==> config.mk <==
export PLATFORM = sky130hd
export DESIGN_NAME = fpga_rst_seq
export DESIGN_NICKNAME = d
export VERILOG_FILES = /design/src/rtl/fpga_rst_pkg.sv /design/src/rtl/fpga_btn_debounce.sv /design/src/rtl/sync.sv /design/src/rtl/fpga_rst_seq.sv
export SDC_FILE = /design/constraint.sdc
export NUM_CORES = 1
export LEC_CHECK = 0
export ABC_CLOCK_PERIOD_IN_PS = 3200
export CORE_MARGIN = 3
export CORE_UTILIZATION = 55
export CTS_BUF_LIST = sky130_fd_sc_hd__clkbuf_8 sky130_fd_sc_hd__clkbuf_16
export DETAILED_ROUTE_END_ITERATION = 8
export GPL_TIMING_DRIVEN = 0
export PLACE_DENSITY = 0.84
export SETUP_SLACK_MARGIN = 0.15
export SLEW_MARGIN = 20
export SYNTH_ARGS = -nofsm -noshare
export SYNTH_HDL_FRONTEND = slang
export SYNTH_SLANG_ARGS = --single-unit
==> constraint.sdc <==
create_clock -name clk_i -period 3.2 [get_ports clk_i]
set_input_delay 0.48 -clock clk_i [delete_from_list [all_inputs] [get_ports clk_i]]
set_output_delay 0.48 -clock clk_i [all_outputs]
set_load 0.005 [all_outputs]
==> src/rtl/fpga_rst_pkg.sv <==
// rtl/fpga_rst_pkg.sv - shared types for the FPGA reset sequencer
// Purpose: sequencer state encoding, also exported on state_o for ILA/debug.
package fpga_rst_pkg;

    typedef enum logic [2:0] {
        ST_RESET      = 3'd0,
        ST_WAIT_LOCK  = 3'd1,
        ST_DRAM_RST   = 3'd2,
        ST_WAIT_CALIB = 3'd3,
        ST_SOC_RST    = 3'd4,
        ST_RUN        = 3'd5
    } fpga_rst_state_e;

endpackage

==> src/rtl/fpga_btn_debounce.sv <==
// rtl/fpga_btn_debounce.sv - board reset button synchronizer and debouncer
// Purpose: the debounced level only follows the synchronized button after it
//          has disagreed with it for DebounceCycles consecutive cycles.
// Ports:
//   clk_i     SoC clock
//   rst_i     synchronous active-high reset
//   btn_i     raw asynchronous button level, active-high
//   btn_db_o  debounced button level, resets to 0
module fpga_btn_debounce #(
    parameter int unsigned DebounceCycles = 50000,
    parameter int unsigned CntWidth       = 32
) (
    input  logic clk_i,
    input  logic rst_i,
    input  logic btn_i,
    output logic btn_db_o
);

    localparam logic [CntWidth-1:0] DbLast = CntWidth'(DebounceCycles - 1);

    logic                btn_s;
    logic [CntWidth-1:0] cnt_q;
    logic                db_q;

    sync #(
        .STAGES(2)
    ) u_sync_btn (
        .clk_i   (clk_i),
        .rst_i   (rst_i),
        .serial_i(btn_i),
        .serial_o(btn_s)
    );

    // The counter measures how long btn_s has disagreed with the debounced
    // value; any agreeing cycle restarts the measurement.
    always_ff @(posedge clk_i) begin
        if (rst_i) begin
            cnt_q <= '0;
            db_q  <= 1'b0;
        end else if (btn_s != db_q) begin
            if (cnt_q == DbLast) begin
                db_q  <= btn_s;
                cnt_q <= '0;
            end else begin
                cnt_q <= cnt_q + 1'b1;
            end
        end else begin
            cnt_q <= '0;
        end
    end

    assign btn_db_o = db_q;

endmodule

==> src/rtl/sync.sv <==
// rtl/sync.sv - multi-flop synchronizer cell for single-bit async inputs
// Purpose: bring an asynchronous level into the clk_i domain.
// Ports:
//   clk_i     destination clock
//   rst_i     synchronous active-high reset, clears every stage to 0
//   serial_i  asynchronous input level
//   serial_o  synchronized level, STAGES cycles behind serial_i
module sync #(
    parameter int unsigned STAGES = 2
) (
    input  logic clk_i,
    input  logic rst_i,
    input  logic serial_i,
    output logic serial_o
);

    logic [STAGES-1:0] reg_q;

    always_ff @(posedge clk_i) begin
        if (rst_i) begin
            reg_q <= '0;
        end else begin
            reg_q <= {reg_q[STAGES-2:0], serial_i};
        end
    end

    assign serial_o = reg_q[STAGES-1];

endmodule

==> src/rtl/fpga_rst_seq.sv <==
// rtl/fpga_rst_seq.sv - FPGA reset sequencer for the DRAM wrapper and SoC
// Purpose: debounce the board button, wait for clock lock, pulse the DRAM
//          reset, wait for calibration (timeout + retry), then release the SoC.
// Ports:
//   clk_i            SoC clock
//   rst_i            synchronous active-high reset
//   btn_rst_i        raw board reset button (async, active-high)
//   vio_rst_i        VIO reset request (clk_i domain)
//   clk_locked_i     clock-wizard lock (async)
//   calib_done_i     DRAM calibration done (DRAM clock domain)
//   dram_rst_o       DRAM wrapper reset, active-high
//   soc_rst_no       SoC reset, active-low
//   calib_timeout_o  sticky calibration-timeout flag
//   state_o          current sequencer state
module fpga_rst_seq
    import fpga_rst_pkg::*;
#(
    parameter int unsigned DebounceCycles = 50000,
    parameter int unsigned DramRstCycles  = 16,
    parameter int unsigned SocRstCycles   = 32,
    parameter int unsigned CalibTimeout   = 50_000_000,
    parameter bit          UseDram        = 1'b1,
    parameter int unsigned CntWidth       = 32
) (
    input  logic       clk_i,
    input  logic       rst_i,
    input  logic       btn_rst_i,
    input  logic       vio_rst_i,
    input  logic       clk_locked_i,
    input  logic       calib_done_i,
    output logic       dram_rst_o,
    output logic       soc_rst_no,
    output logic       calib_timeout_o,
    output logic [2:0] state_o
);

    localparam logic [CntWidth-1:0] DramLast  = CntWidth'(DramRstCycles - 1);
    localparam logic [CntWidth-1:0] SocLast   = CntWidth'(SocRstCycles - 1);
    localparam logic [CntWidth-1:0] CalibLast = CntWidth'(CalibTimeout - 1);

    logic btn_db;
    logic lock_s;
    logic calib_s;
    logic abort;

    fpga_rst_state_e     state_q, state_d;
    logic [CntWidth-1:0] cnt_q, cnt_d;
    logic                tmo_q, tmo_d;
    logic                dram_rst_q;
    logic                soc_rst_nq;

    fpga_btn_debounce #(
        .DebounceCycles(DebounceCycles),
        .CntWidth      (CntWidth)
    ) u_btn_debounce (
        .clk_i   (clk_i),
        .rst_i   (rst_i),
        .btn_i   (btn_rst_i),
        .btn_db_o(btn_db)
    );

    sync #(
        .STAGES(2)
    ) u_sync_lock (
        .clk_i   (clk_i),
        .rst_i   (rst_i),
        .serial_i(clk_locked_i),
        .serial_o(lock_s)
    );

    sync #(
        .STAGES(2)
    ) u_sync_calib (
        .clk_i   (clk_i),
        .rst_i   (rst_i),
        .serial_i(calib_done_i),
        .serial_o(calib_s)
    );

    assign abort = btn_db | vio_rst_i | ~lock_s;

    // One counter is shared by every timed state; each transition into a
    // timed state clears it, so it always reads "cycles spent in this state".
    always_comb begin
        state_d = state_q;
        cnt_d   = cnt_q + 1'b1;
        tmo_d   = tmo_q;
        case (state_q)
            ST_RESET: begin
                state_d = ST_WAIT_LOCK;
                cnt_d   = '0;
            end
            ST_WAIT_LOCK: begin
                cnt_d = '0;
                if (!abort) begin
                    state_d = ST_DRAM_RST;
                end
            end
            ST_DRAM_RST: begin
                if (cnt_q == DramLast) begin
                    state_d = UseDram ? ST_WAIT_CALIB : ST_SOC_RST;
                    cnt_d   = '0;
                end
            end
            ST_WAIT_CALIB: begin
                // Calibration is checked first so a same-cycle timeout is
                // not counted as a failure.
                if (calib_s) begin
                    state_d = ST_SOC_RST;
                    cnt_d   = '0;
                end else if (cnt_q == CalibLast) begin
                    tmo_d   = 1'b1;
                    state_d = ST_DRAM_RST;
                    cnt_d   = '0;
                end
            end
            ST_SOC_RST: begin
                if (cnt_q == SocLast) begin
                    state_d = ST_RUN;
                    cnt_d   = '0;
                end
            end
            ST_RUN: begin
                cnt_d = '0;
            end
            default: begin
                state_d = ST_RESET;
                cnt_d   = '0;
            end
        endcase
        // Abort overrides every normal transition, including a timeout.
        if (abort && (state_q != ST_RESET)) begin
            state_d = ST_WAIT_LOCK;
            cnt_d   = '0;
            tmo_d   = tmo_q;
        end
    end

    // Reset outputs are loaded from state_d so they change on the same edge
    // as state_o and never glitch.
    always_ff @(posedge clk_i) begin
        if (rst_i) begin
            state_q    <= ST_RESET;
            cnt_q      <= '0;
            tmo_q      <= 1'b0;
            dram_rst_q <= 1'b1;
            soc_rst_nq <= 1'b0;
        end else begin
            state_q    <= state_d;
            cnt_q      <= cnt_d;
            tmo_q      <= tmo_d;
            dram_rst_q <= (state_d == ST_RESET) || (state_d == ST_WAIT_LOCK) ||
                          (state_d == ST_DRAM_RST);
            soc_rst_nq <= (state_d == ST_RUN);
        end
    end

    assign dram_rst_o      = dram_rst_q;
    assign soc_rst_no      = soc_rst_nq;
    assign calib_timeout_o = tmo_q;
    assign state_o         = state_q;

endmodule

Yosys cells after proc, flatten, opt, wreduce, memory -nomap -nowiden
Cells that the tools add are included.
{"block": "classes", "addsub": 2, "multipliers": 0, "div_mod_pow": 0, "order_cmp": 0, "n_eq_ne": 13, "shift": 0, "n_mux": 12, "bitwise_logic": 6, "reduce_logical": 10}
{"cell": "$mux 32", "count": 4}
{"cell": "$pmux 32 s3", "count": 1}
{"cell": "$add 32x1->32 const B", "count": 2}
{"cell": "$eq 32x16->1 const B", "count": 1}
{"cell": "$eq 32x26->1 const B", "count": 1}
{"cell": "$eq 32x4->1 const B", "count": 1}
{"cell": "$eq 32x5->1 const B", "count": 1}
{"cell": "$mux 3", "count": 6}
{"cell": "$pmux 3 s6", "count": 1}
{"cell": "$eq 3x2->1 const B", "count": 3}
{"cell": "$eq 3x3->1 const B", "count": 3}
{"cell": "$eq 3x1->1 const B", "count": 2}
{"cell": "$logic_not 3->1", "count": 2}
{"cell": "$not 1->1", "count": 4}
{"cell": "$reduce_and 4->1", "count": 1}
{"cell": "$reduce_bool 3->1", "count": 1}
{"cell": "$reduce_or 3->1", "count": 1}
{"cell": "$logic_or 1x1->1", "count": 2}
{"cell": "$or 1x1->1", "count": 2}
{"cell": "$reduce_and 2->1", "count": 1}
{"cell": "$reduce_or 2->1", "count": 1}
{"cell": "$logic_and 1x1->1", "count": 1}
{"cell": "$ne 1x1->1", "count": 1}
{"block": "word_totals", "reg_bits": 77, "latch_bits": 0, "ramBits": 0, "mem_bits_ro": 0, "inputBits": 6, "wordCells": 53, "mem_count": 0}

Longest topological paths before layout
Gate-level depths: netlist of the first run.
{"block": "depth", "depth_word": 8, "ltp_mapped": 8, "depth_no_buf": 6}

Modules after synthesis
A second synthesis of the first run with hierarchy kept.
{"block": "hier_totals", "hier_cells": 414, "hier_area_um2": 3623.5}
{"mod": "fpga_rst_seq", "instances": 1, "cells_each": 210, "area_each_um2": 1830.5, "seq_area_each_um2": 760.7}
{"mod": "fpga_btn_debounce", "instances": 1, "cells_each": 192, "area_each_um2": 1635.3, "seq_area_each_um2": 660.6}
{"mod": "sync", "instances": 3, "cells_each": 4, "area_each_um2": 52.6, "seq_area_each_um2": 40.0}

Least setup slack after synthesis of the first run
No wires, ideal clock.
{"block": "synth_path", "path_type": "flip-flop to flip-flop", "from": "register cnt_q[0]", "to": "register cnt_q[11]", "setup_time_ns": 0.115, "arrival_time_ns": 1.785, "t_required_ns": 3.085, "slack_ns": 1.300, "stages_incl_launch_ff": 8, "n_path_buf": 1, "cell_sequence": "dfxtp_1 -> ha_1 -> and3_1 -> nand4_1 -> or4_4 -> a22oi_4 -> buf_6 -> nor2_2"}
{"block": "synth_via", "elab_chain_cells": 4}
{"item": "start: declaration", "line": "fpga_rst_seq.sv:47", "source": "logic [CntWidth-1:0] cnt_q, cnt_d;"}
{"item": "start signal: assignment", "line": "fpga_rst_seq.sv:150", "source": "cnt_q <= cnt_d;"}
{"item": "$add 32x1->32 / $eq 32x26->1 (equally long branches)", "line": "fpga_rst_seq.sv:86, fpga_rst_seq.sv:111"}
{"item": "$mux 32", "line": "fpga_rst_seq.sv:111", "source": "end else if (cnt_q == CalibLast) begin"}
{"item": "$mux 32", "line": "fpga_rst_seq.sv:108", "source": "if (calib_s) begin"}
{"item": "$pmux 32 s3 *", "line": "fpga_rst_seq.sv:88", "source": "case (state_q)"}
Mark *: on every way between the ends. The rest lies on a longest branch, timed or not.
A chain may end at the register's enable or synchronous reset.

Final worst setup path of the first run
{"block": "layout_path", "from": "register u_btn_debounce.cnt_q[22]", "to": "register u_btn_debounce.cnt_q[29]"}
{"block": "layout_via", "elab_chain_cells": 2}
{"item": "start: declaration", "line": "fpga_btn_debounce.sv:22", "source": "logic [CntWidth-1:0] cnt_q;"}
{"item": "start signal: assignment", "line": "fpga_btn_debounce.sv:45", "source": "cnt_q <= cnt_q + 1'b1;"}
{"item": "parallel branches: the longest is 2 deep, another holds $add 32x1->32"}
Several ways; the timed one is not identified.

==> impl_results.md, run 1 <==
- Synthesized flop and latch total: a little under 80
- Post-synthesis area per instance: a little under 9 um2
- Power density over the cells: approximately 420 mW/mm2
- Max Slew Vio Count: 0
- Tightest slew margin relative to the limit: 0.574
- Num CTS Buffers: 9
- Clock tree from TritonCTS: done
- Max Clock Skew: about 0.0076 ns
- Worst slew pin tran: 0.633 ns
- Maximum capacitance violations: 0
- Net count after synthesis: 420
- Final critical-path share of the clock period: 0.708
- Nature of the critical path endpoint: flop
- EDFF count, synth: 0
- Share of post-route cells with drive strength above 1: 0.0979
- Async SR Flop Fraction: 0
- Number of global-route vias before repair: 2,717
- Area of the die: 0.00750 mm2
- Remaining DRCs: 0
- Global-route usage over all layers: 0.198
- Commonest register cell after synthesis: sky130_fd_sc_hd__dfxtp_1
- Initial cell density of the core: 0.586
- RSZ-0062 raised after global routing: false
- Count of hold buffers inserted by post-cts repair: 0
- Post-CTS resize count: 0
- Number of distinct standard cells referenced by the synthesized netlist: 38
- Static leakage: 1.20 nW
- Initial drt markers: between 100 and 150
- Reg area: around 0.0015 mm2
- Sum of routed wire length over all layers: between 6000 and 7000 um
- Peak ir drop on the vdd network: between 300 and 400 uV
- First-pass detailed-route iteration total: 4
- Hold Path Cell Cnt: 1
- Post-CTS setup buffers: 0
- Number of buffers on the longest clock path: 2
- Clock edge transition at the registers on the reported setup and hold paths: 0.09 ns
- Cell area reported after detailed placement: 0.00378 mm2
- Most used cells in the layout excluding fill and tap cells: 77 x sky130_fd_sc_hd__dfxtp_1, 76 x sky130_fd_sc_hd__nor2_1, 41 x sky130_fd_sc_hd__xnor2_1, 25 x sky130_fd_sc_hd__nand2_1
- Min Tclk post-route: 2.26 ns
- Final count of hold timing violations: 0
- Class of the tightest hold or removal check: reg -> reg
- PortBufs: 11
- Clock latency on the worst-skew pair: 0.36 ns
- Critical path peak fanout: 10
- Wire length of the first global-routing pass: about 12,000 um
- Chip height: 86.6 um
- Via count of the routed design: ~2.8k
- Number of nets in the finished design: ~440
- WS Path Type: reg -> reg
- Leading area contributor after synthesis: sky130_fd_sc_hd__dfxtp_1
- Run status: complete, no violations
- Initial antenna violation count: 0
- Area of all placed cells without fillers: slightly below 0.004 mm2
- Maximum level of the CTS H-tree: 3
- Num ports: 12
- Worst setup SP type: flop
- Clock sinks: a little under 80
- Area share of the leading cell type in the synthesized netlist: 0.431
- Chip width: between 80 and 90 um
- Number of standard cells after synthesis: 412
- Cell area after synthesis: 0.00357 mm2
- Total power draw: 0.00168 W
- Remaining global-route overflow: 0
- Number of warning messages in the yosys log: 0
- Number of fill cells in the layout: approximately 520
- Setup Viol. Count Final: 0
- Worst R2R Path Depth: 7
- Area contributors post-synth: sky130_fd_sc_hd__dfxtp_1 43%, sky130_fd_sc_hd__xnor2_1 10%, sky130_fd_sc_hd__nor2_1 8.0%
- Most common cell after layout, fill and taps aside: sky130_fd_sc_hd__dfxtp_1
- Smallest setup slack after layout: between 0.9 and 1 ns
- Pin count of the biggest net entering global routing: 16
- Total area of multi-input combinational cells: between 0.0015 and 0.002 mm2
- Number of core rows: 28
- RePlAce Congestion: around 0.84
- Worst setup slack after placement: between 0.9 and 1 ns
- Root buf cell: sky130_fd_sc_hd__clkbuf_8
- Sequential cell area fraction in the yosys report: 0.431
- Count of inserted antenna diode cells: 0
- Remaining antenna violation count after routing: 0
- Arrival time at the worst endpoint: roughly 2.5 ns
- WL/cell: approximately 13 um
- Layout overhead on the synthesized area: 10.8%
- Setup TNS after final layout: 0 ns
- DR vias/cell: 5.49
- DP HPWL: between 4000 and 5000 um
- Highest achievable clock rate: roughly 0.44 GHz
- Area inside the core boundary: slightly above 0.006 mm2
- Critical path required time: roughly 3.5 ns
path summary, 6_finish.rpt:
check,start,end,slack (ns)
setup reg to reg,u_btn_debounce.cnt_q[22]$_SDFF_PP0_,u_btn_debounce.cnt_q[29]$_SDFF_PP0_,0.94
hold / removal,u_sync_calib.reg_q[0]$_SDFF_PP0_,u_sync_calib.reg_q[1]$_SDFF_PP0_,0.44
hold reg to reg,u_sync_calib.reg_q[0]$_SDFF_PP0_,u_sync_calib.reg_q[1]$_SDFF_PP0_,0.44
setup / recovery,u_btn_debounce.cnt_q[22]$_SDFF_PP0_,u_btn_debounce.cnt_q[29]$_SDFF_PP0_,0.94
stage by stage:
stage,util,std cells,hold slack (ns)
2_1_floorplan,-,412,0.414
4_1_cts,0.650,514,0.444
6_report,0.650,514,0.440
3_3_place_gp,0.620,498,0.419
5_1_grt,0.650,514,0.459
3_5_place_dp,0.620,498,0.428
synthesized netlist by cell type (all sizes together), types with 7 or more instances:
| cell | count |
|---|---|
| and3 | 10 |
| nor4 | 22 |
| and4 | 9 |
| nand2 | 25 |
| dfxtp | 77 |
| nor2b | 8 |
| nand3 | 21 |
| clkbuf | 9 |
| nor2 | 86 |
| xnor2 | 41 |
| or3 | 7 |
| nand4 | 19 |
| inv | 9 |
| nor3 | 17 |
| buf | 9 |
| xor2 | 21 |
metal layers:
metal,GRT usage,share of wire,vias up
li1,-,-,1460
met1,0.248,0.48,1303
met2,0.319,0.46,44
met3,0.0390,0.033,14
met4,0.109,0.025,0
met5,0,0,-
worst max-delay path: stages (launching register included):
cell                       delay [ns]
sky130_fd_sc_hd__dfxtp_1         0.38
sky130_fd_sc_hd__nor4_1          0.34
sky130_fd_sc_hd__nand4_1         0.13
sky130_fd_sc_hd__nor4_1          0.60
sky130_fd_sc_hd__or3_1           0.20
sky130_fd_sc_hd__clkbuf_1        0.17
sky130_fd_sc_hd__buf_2           0.25
sky130_fd_sc_hd__nor2_1          0.08
registers in the layout, indices dropped and copies added (netlist names):
| register | flops |
|---|---|
| cnt_q | 32 |
| u_btn_debounce.cnt_q | 32 |
| state_o | 3 |
| u_btn_debounce.u_sync_btn.reg_q | 2 |
| u_sync_calib.reg_q | 2 |
| u_sync_lock.reg_q | 2 |
| calib_timeout_o | 1 |
| dram_rst_o | 1 |
| soc_rst_no | 1 |
| u_btn_debounce.btn_db_o | 1 |
power by group:
| part | internal, W | switching [W] | total [W] |
|---|---|---|---|
| combinational | 0.0000139 | 0.0000135 | 0.0000274 |
| clock | 0.000292 | 0.000391 | 0.000683 |
| sequential | 0.000962 | 0.00000312 | 0.000965 |
area by class of cell:
type	instances	share of cell area
multi-input cells	308	0.480
flip-flops and latches	77	0.389
clock buffers	9	0.0313
repair buffers	11	0.0278
plain buffers	18	0.0246
well taps	75	0.0237
clock inverters	7	0.0145
inverters	9	0.00853
cell families (layout without fill, tap and decap cells):
logic type                 Yosys count  count (layout)  share of synthesized area
AOI/OAI and AO/OA                   10              10                     0.0238
xor gates and xnor gates            62              62                      0.152
adders and majority gates            2               2                    0.00700
buffers and inverters               27              54                     0.0368
DFF                                 77              77                      0.431
muxes                                2               2                    0.00560
and+or+nand+nor                    232             232                      0.344
(Power assumes the default switching activity.)
==> inputs of run 2 (changes only) <==
--- a/config.mk
+++ b/config.mk
@@ -5,7 +5,7 @@
 export SDC_FILE = /design/constraint.sdc
 export NUM_CORES = 1
 export LEC_CHECK = 0
-export ABC_CLOCK_PERIOD_IN_PS = 3200
+export ABC_CLOCK_PERIOD_IN_PS = 2100
 export CORE_MARGIN = 3
 export CORE_UTILIZATION = 55
 export CTS_BUF_LIST = sky130_fd_sc_hd__clkbuf_8 sky130_fd_sc_hd__clkbuf_16
==> constraint.sdc (replaced) <==
create_clock -name clk_i -period 2.1 [get_ports clk_i]
set_input_delay 0.315 -clock clk_i [delete_from_list [all_inputs] [get_ports clk_i]]
set_output_delay 0.315 -clock clk_i [all_outputs]
set_load 0.005 [all_outputs]
==> impl_results.md, run 2 (synthesis gave the netlist of run 1 again) <==
- Run status: complete, no violations
- Critical path peak fanout: 10 (unchanged)
- Worst setup SP type: flop
- Count of inserted antenna diode cells: 0 (unchanged)
- Min Tclk post-route: 2.06 ns (-0.205 ns)
- Number of buffers on the longest clock path: 2 (unchanged)
- Via count of the routed design: 2,883 (+2.2%)
- Peak ir drop on the vdd network: 460 uV (+52%)
- Cell family with the largest share of critical-path delay: simple AND/OR/NAND/NOR gates
- Highest achievable clock rate: 0.486 GHz (+9.9%)
- Area of all placed cells without fillers: 0.00425 mm2 (+7.2%)
- Remaining antenna violation count after routing: 0 (unchanged)
- RePlAce Congestion: 0.842 (unchanged)
- DP HPWL: 4850 um (unchanged)
- Initial antenna violation count: 0 (unchanged)
- Num CTS Buffers: 9 (unchanged)
- Nature of the critical path endpoint: flop
- Global-route usage over all layers: 0.214 (+0.0158)
- Setup Viol. Count Final: 0 (unchanged)
- Critical path required time: 2.35 ns (-1.10 ns)
- Part of the power in combinational logic: 0.018 (+0.002)
- Remaining global-route overflow: 0 (unchanged)
- Area inside the core boundary: 0.00610 mm2 (unchanged)
- Maximum level of the CTS H-tree: 3 (unchanged)
- Slowest stage cell on the critical path: sky130_fd_sc_hd__or4_4
- Root buf cell: sky130_fd_sc_hd__clkbuf_8
- Pin count of the biggest net entering global routing: 16 (unchanged)
- Class of the tightest hold or removal check: reg -> reg
- Initial drt markers: 198 (+55%)
- Sequential share of power: 0.572 (-0.004)
- Num ports: 12 (unchanged)
- Non-Filler Instances: 522 (+1.6%)
- Chip width: 86.6 um (unchanged)
- Arrival time at the worst endpoint: 2.31 ns (-0.20 ns)
- Worst Path Buf+Inv: 2 (unchanged)
- Count of hold buffers inserted by post-cts repair: 0 (unchanged)
- Total power draw: 0.00256 W (+53%)
- Final core occ: 0.697 (+0.0470)
- Cells traversed along the worst timing path: nor4_2 > nand4_1 > or4_4 > a22oi_4 > buf_12 > buf_6 > nor2_1
- Clock edge transition at the registers on the reported setup and hold paths: 0.09 ns (about the same)
- Clock latency on the worst-skew pair: 0.36 ns (about the same)
- Dpl cells: 498 (unchanged)
- Most common cell after layout, fill and taps aside: sky130_fd_sc_hd__nor2_1
- Switching Share: 0.247 (+0.00340)
- Final count of hold timing violations: 0 (unchanged)
- Worst slew pin tran: 0.629 ns (-0.00365 ns)
- Cell Int Power: 0.00193 W (+52%)
- Sum of routed wire length over all layers: 7650 um (+11%)
- WL/cell: 14.6 um (+9.8%)
- Cell area reported after detailed placement: 0.00378 mm2 (unchanged)
- Static leakage: 1.31 nW (+9.0%)
- Max Slew Vio Count: 0 (unchanged)
- Worst hold slack: 0.443 ns (+0.00264 ns)
- Area of the die: 0.00750 mm2 (unchanged)
- Clock power frac: 0.410 (+0.002)
- RSZ-0062 raised after global routing: true
- Share of post-route cells with drive strength above 1: 0.177 (+0.0788)
- Chip height: 86.6 um (unchanged)
- Layout overhead on the synthesized area: 18.8%
- Net switching component of the power: 0.000633 W (+55%)
- Max Clock Skew: 0.00757 ns (-0.0000582 ns)
- Number of nets in the finished design: 450 (+1.8%)
- Clock tree from TritonCTS: done
- DR vias/cell: 5.52 (+0.63%)
- First-pass detailed-route iteration total: 4 (unchanged)
- Maximum capacitance violations: 0 (unchanged)
- Clock sinks: 77 (unchanged)
- Most used cells in the layout excluding fill and tap cells: 76 x sky130_fd_sc_hd__nor2_1, 67 x sky130_fd_sc_hd__dfxtp_1, 41 x sky130_fd_sc_hd__xnor2_1, 25 x sky130_fd_sc_hd__nand2_1
- Delay of the slowest cell on the worst path: 0.58 ns (-0.02 ns)
- WS Path Type: reg -> reg
- Wire length of the first global-routing pass: 12,700 um (+7.4%)
- Number of core rows: 28 (unchanged)
- Number of global-route vias before repair: 2,829 (+4.1%)
- Power density over the cells: 604 mW/mm2 (+43%)
- Initial cell density of the core: 0.586 (unchanged)
- PortBufs: 11 (unchanged)
- Final critical-path share of the clock period: 0.981 (+0.273)
- Tightest slew margin relative to the limit: 0.570 (-0.00452)
- Remaining DRCs: 0 (unchanged)
[run 2: changes by cell type in the layout (fill, tap and decap cells not counted), moves of 2 or more]
| cell | change |
|---|---|
| sky130_fd_sc_hd__nor4_4 | +4 |
| sky130_fd_sc_hd__dfxtp_1 | -10 |
| sky130_fd_sc_hd__nor4_2 | +3 |
| sky130_fd_sc_hd__buf_2 | -4 |
| sky130_fd_sc_hd__dfxtp_4 | +2 |
| sky130_fd_sc_hd__nor3_2 | +6 |
| sky130_fd_sc_hd__buf_6 | +2 |
| sky130_fd_sc_hd__dfxtp_2 | +8 |
| sky130_fd_sc_hd__clkbuf_1 | -2 |
| sky130_fd_sc_hd__nor4_1 | -7 |
| sky130_fd_sc_hd__nor3_1 | -6 |
| sky130_fd_sc_hd__buf_4 | +7 |
[run 2: layout make-up]
type	instances	area (um2)
fill	470	1850
multi-input combinational	308	2040
buffer	18	136
inverter	9	33.8
clock inverter	7	57.6
sequential	77	1560
timing repair buffer	19	203
tap	75	93.8
clock buffer	9	124
[run 2: layer usage]
metal  GRT usage  vias to the layer above  routed length [um]
met2       0.357                       49                3720
li1            -                     1486                   -
met3      0.0409                       15                 207
met1       0.259                     1333                3520
met5           0                        -                   0
met4       0.115                        0                 195
[run 2: worst paths after layout]
check	from	end	slack (ns)	depth (start not counted)
max	cnt_q[9]$_SDFF_PP0_	cnt_q[16]$_SDFF_PP0_	0.04	7
min	u_sync_calib.reg_q[0]$_SDFF_PP0_	u_sync_calib.reg_q[1]$_SDFF_PP0_	0.44	1
max reg2reg	cnt_q[9]$_SDFF_PP0_	cnt_q[16]$_SDFF_PP0_	0.04	7
min reg2reg	u_sync_calib.reg_q[0]$_SDFF_PP0_	u_sync_calib.reg_q[1]$_SDFF_PP0_	0.44	1
[run 2: power groups by stage]
stage	Sequential [W]	Combinational (W)	Clock, W
2_1_floorplan	0.00150	0.0000232	0
3_3_place_gp	0.00151	0.0000410	0
3_5_place_dp	0.00151	0.0000418	0
4_1_cts	0.00147	0.0000443	0.00106
5_1_grt	0.00147	0.0000502	0.00113
6_report	0.00147	0.0000462	0.00105
[run 2: per-stage QoR]
stage          setup TNS [ns]  worst slack, ns
6_report                    0           0.0407
5_1_grt                -0.103          -0.0117
4_1_cts                     0           0.0759
3_5_place_dp            -4.65           -0.170
3_3_place_gp            -4.83           -0.165
2_1_floorplan               0            0.200
[run 2: repair_timing]
action / CTS / global route
pin swaps: 10 / 6
cloned: 1 / 0
resized for setup: 26 / 24
setup buffers: 5 / 2
endpoints found under the setup margin: 64 / 66
==> inputs of run 3 (changes only) <==
==> constraint.sdc (replaced) <==
create_clock -name clk_i -period 2.1 [get_ports clk_i]
set_input_delay 0.315 -clock clk_i [delete_from_list [all_inputs] [get_ports clk_i]]
set_output_delay 0.315 -clock clk_i [all_outputs]
set_load 0.01 [all_outputs]
==> results of run 3 <==
Same layout as run 2 (identical final DEF). Status: complete, no violations.
Among the figures that moved: total power 0.00256 W -> 0.00257 W
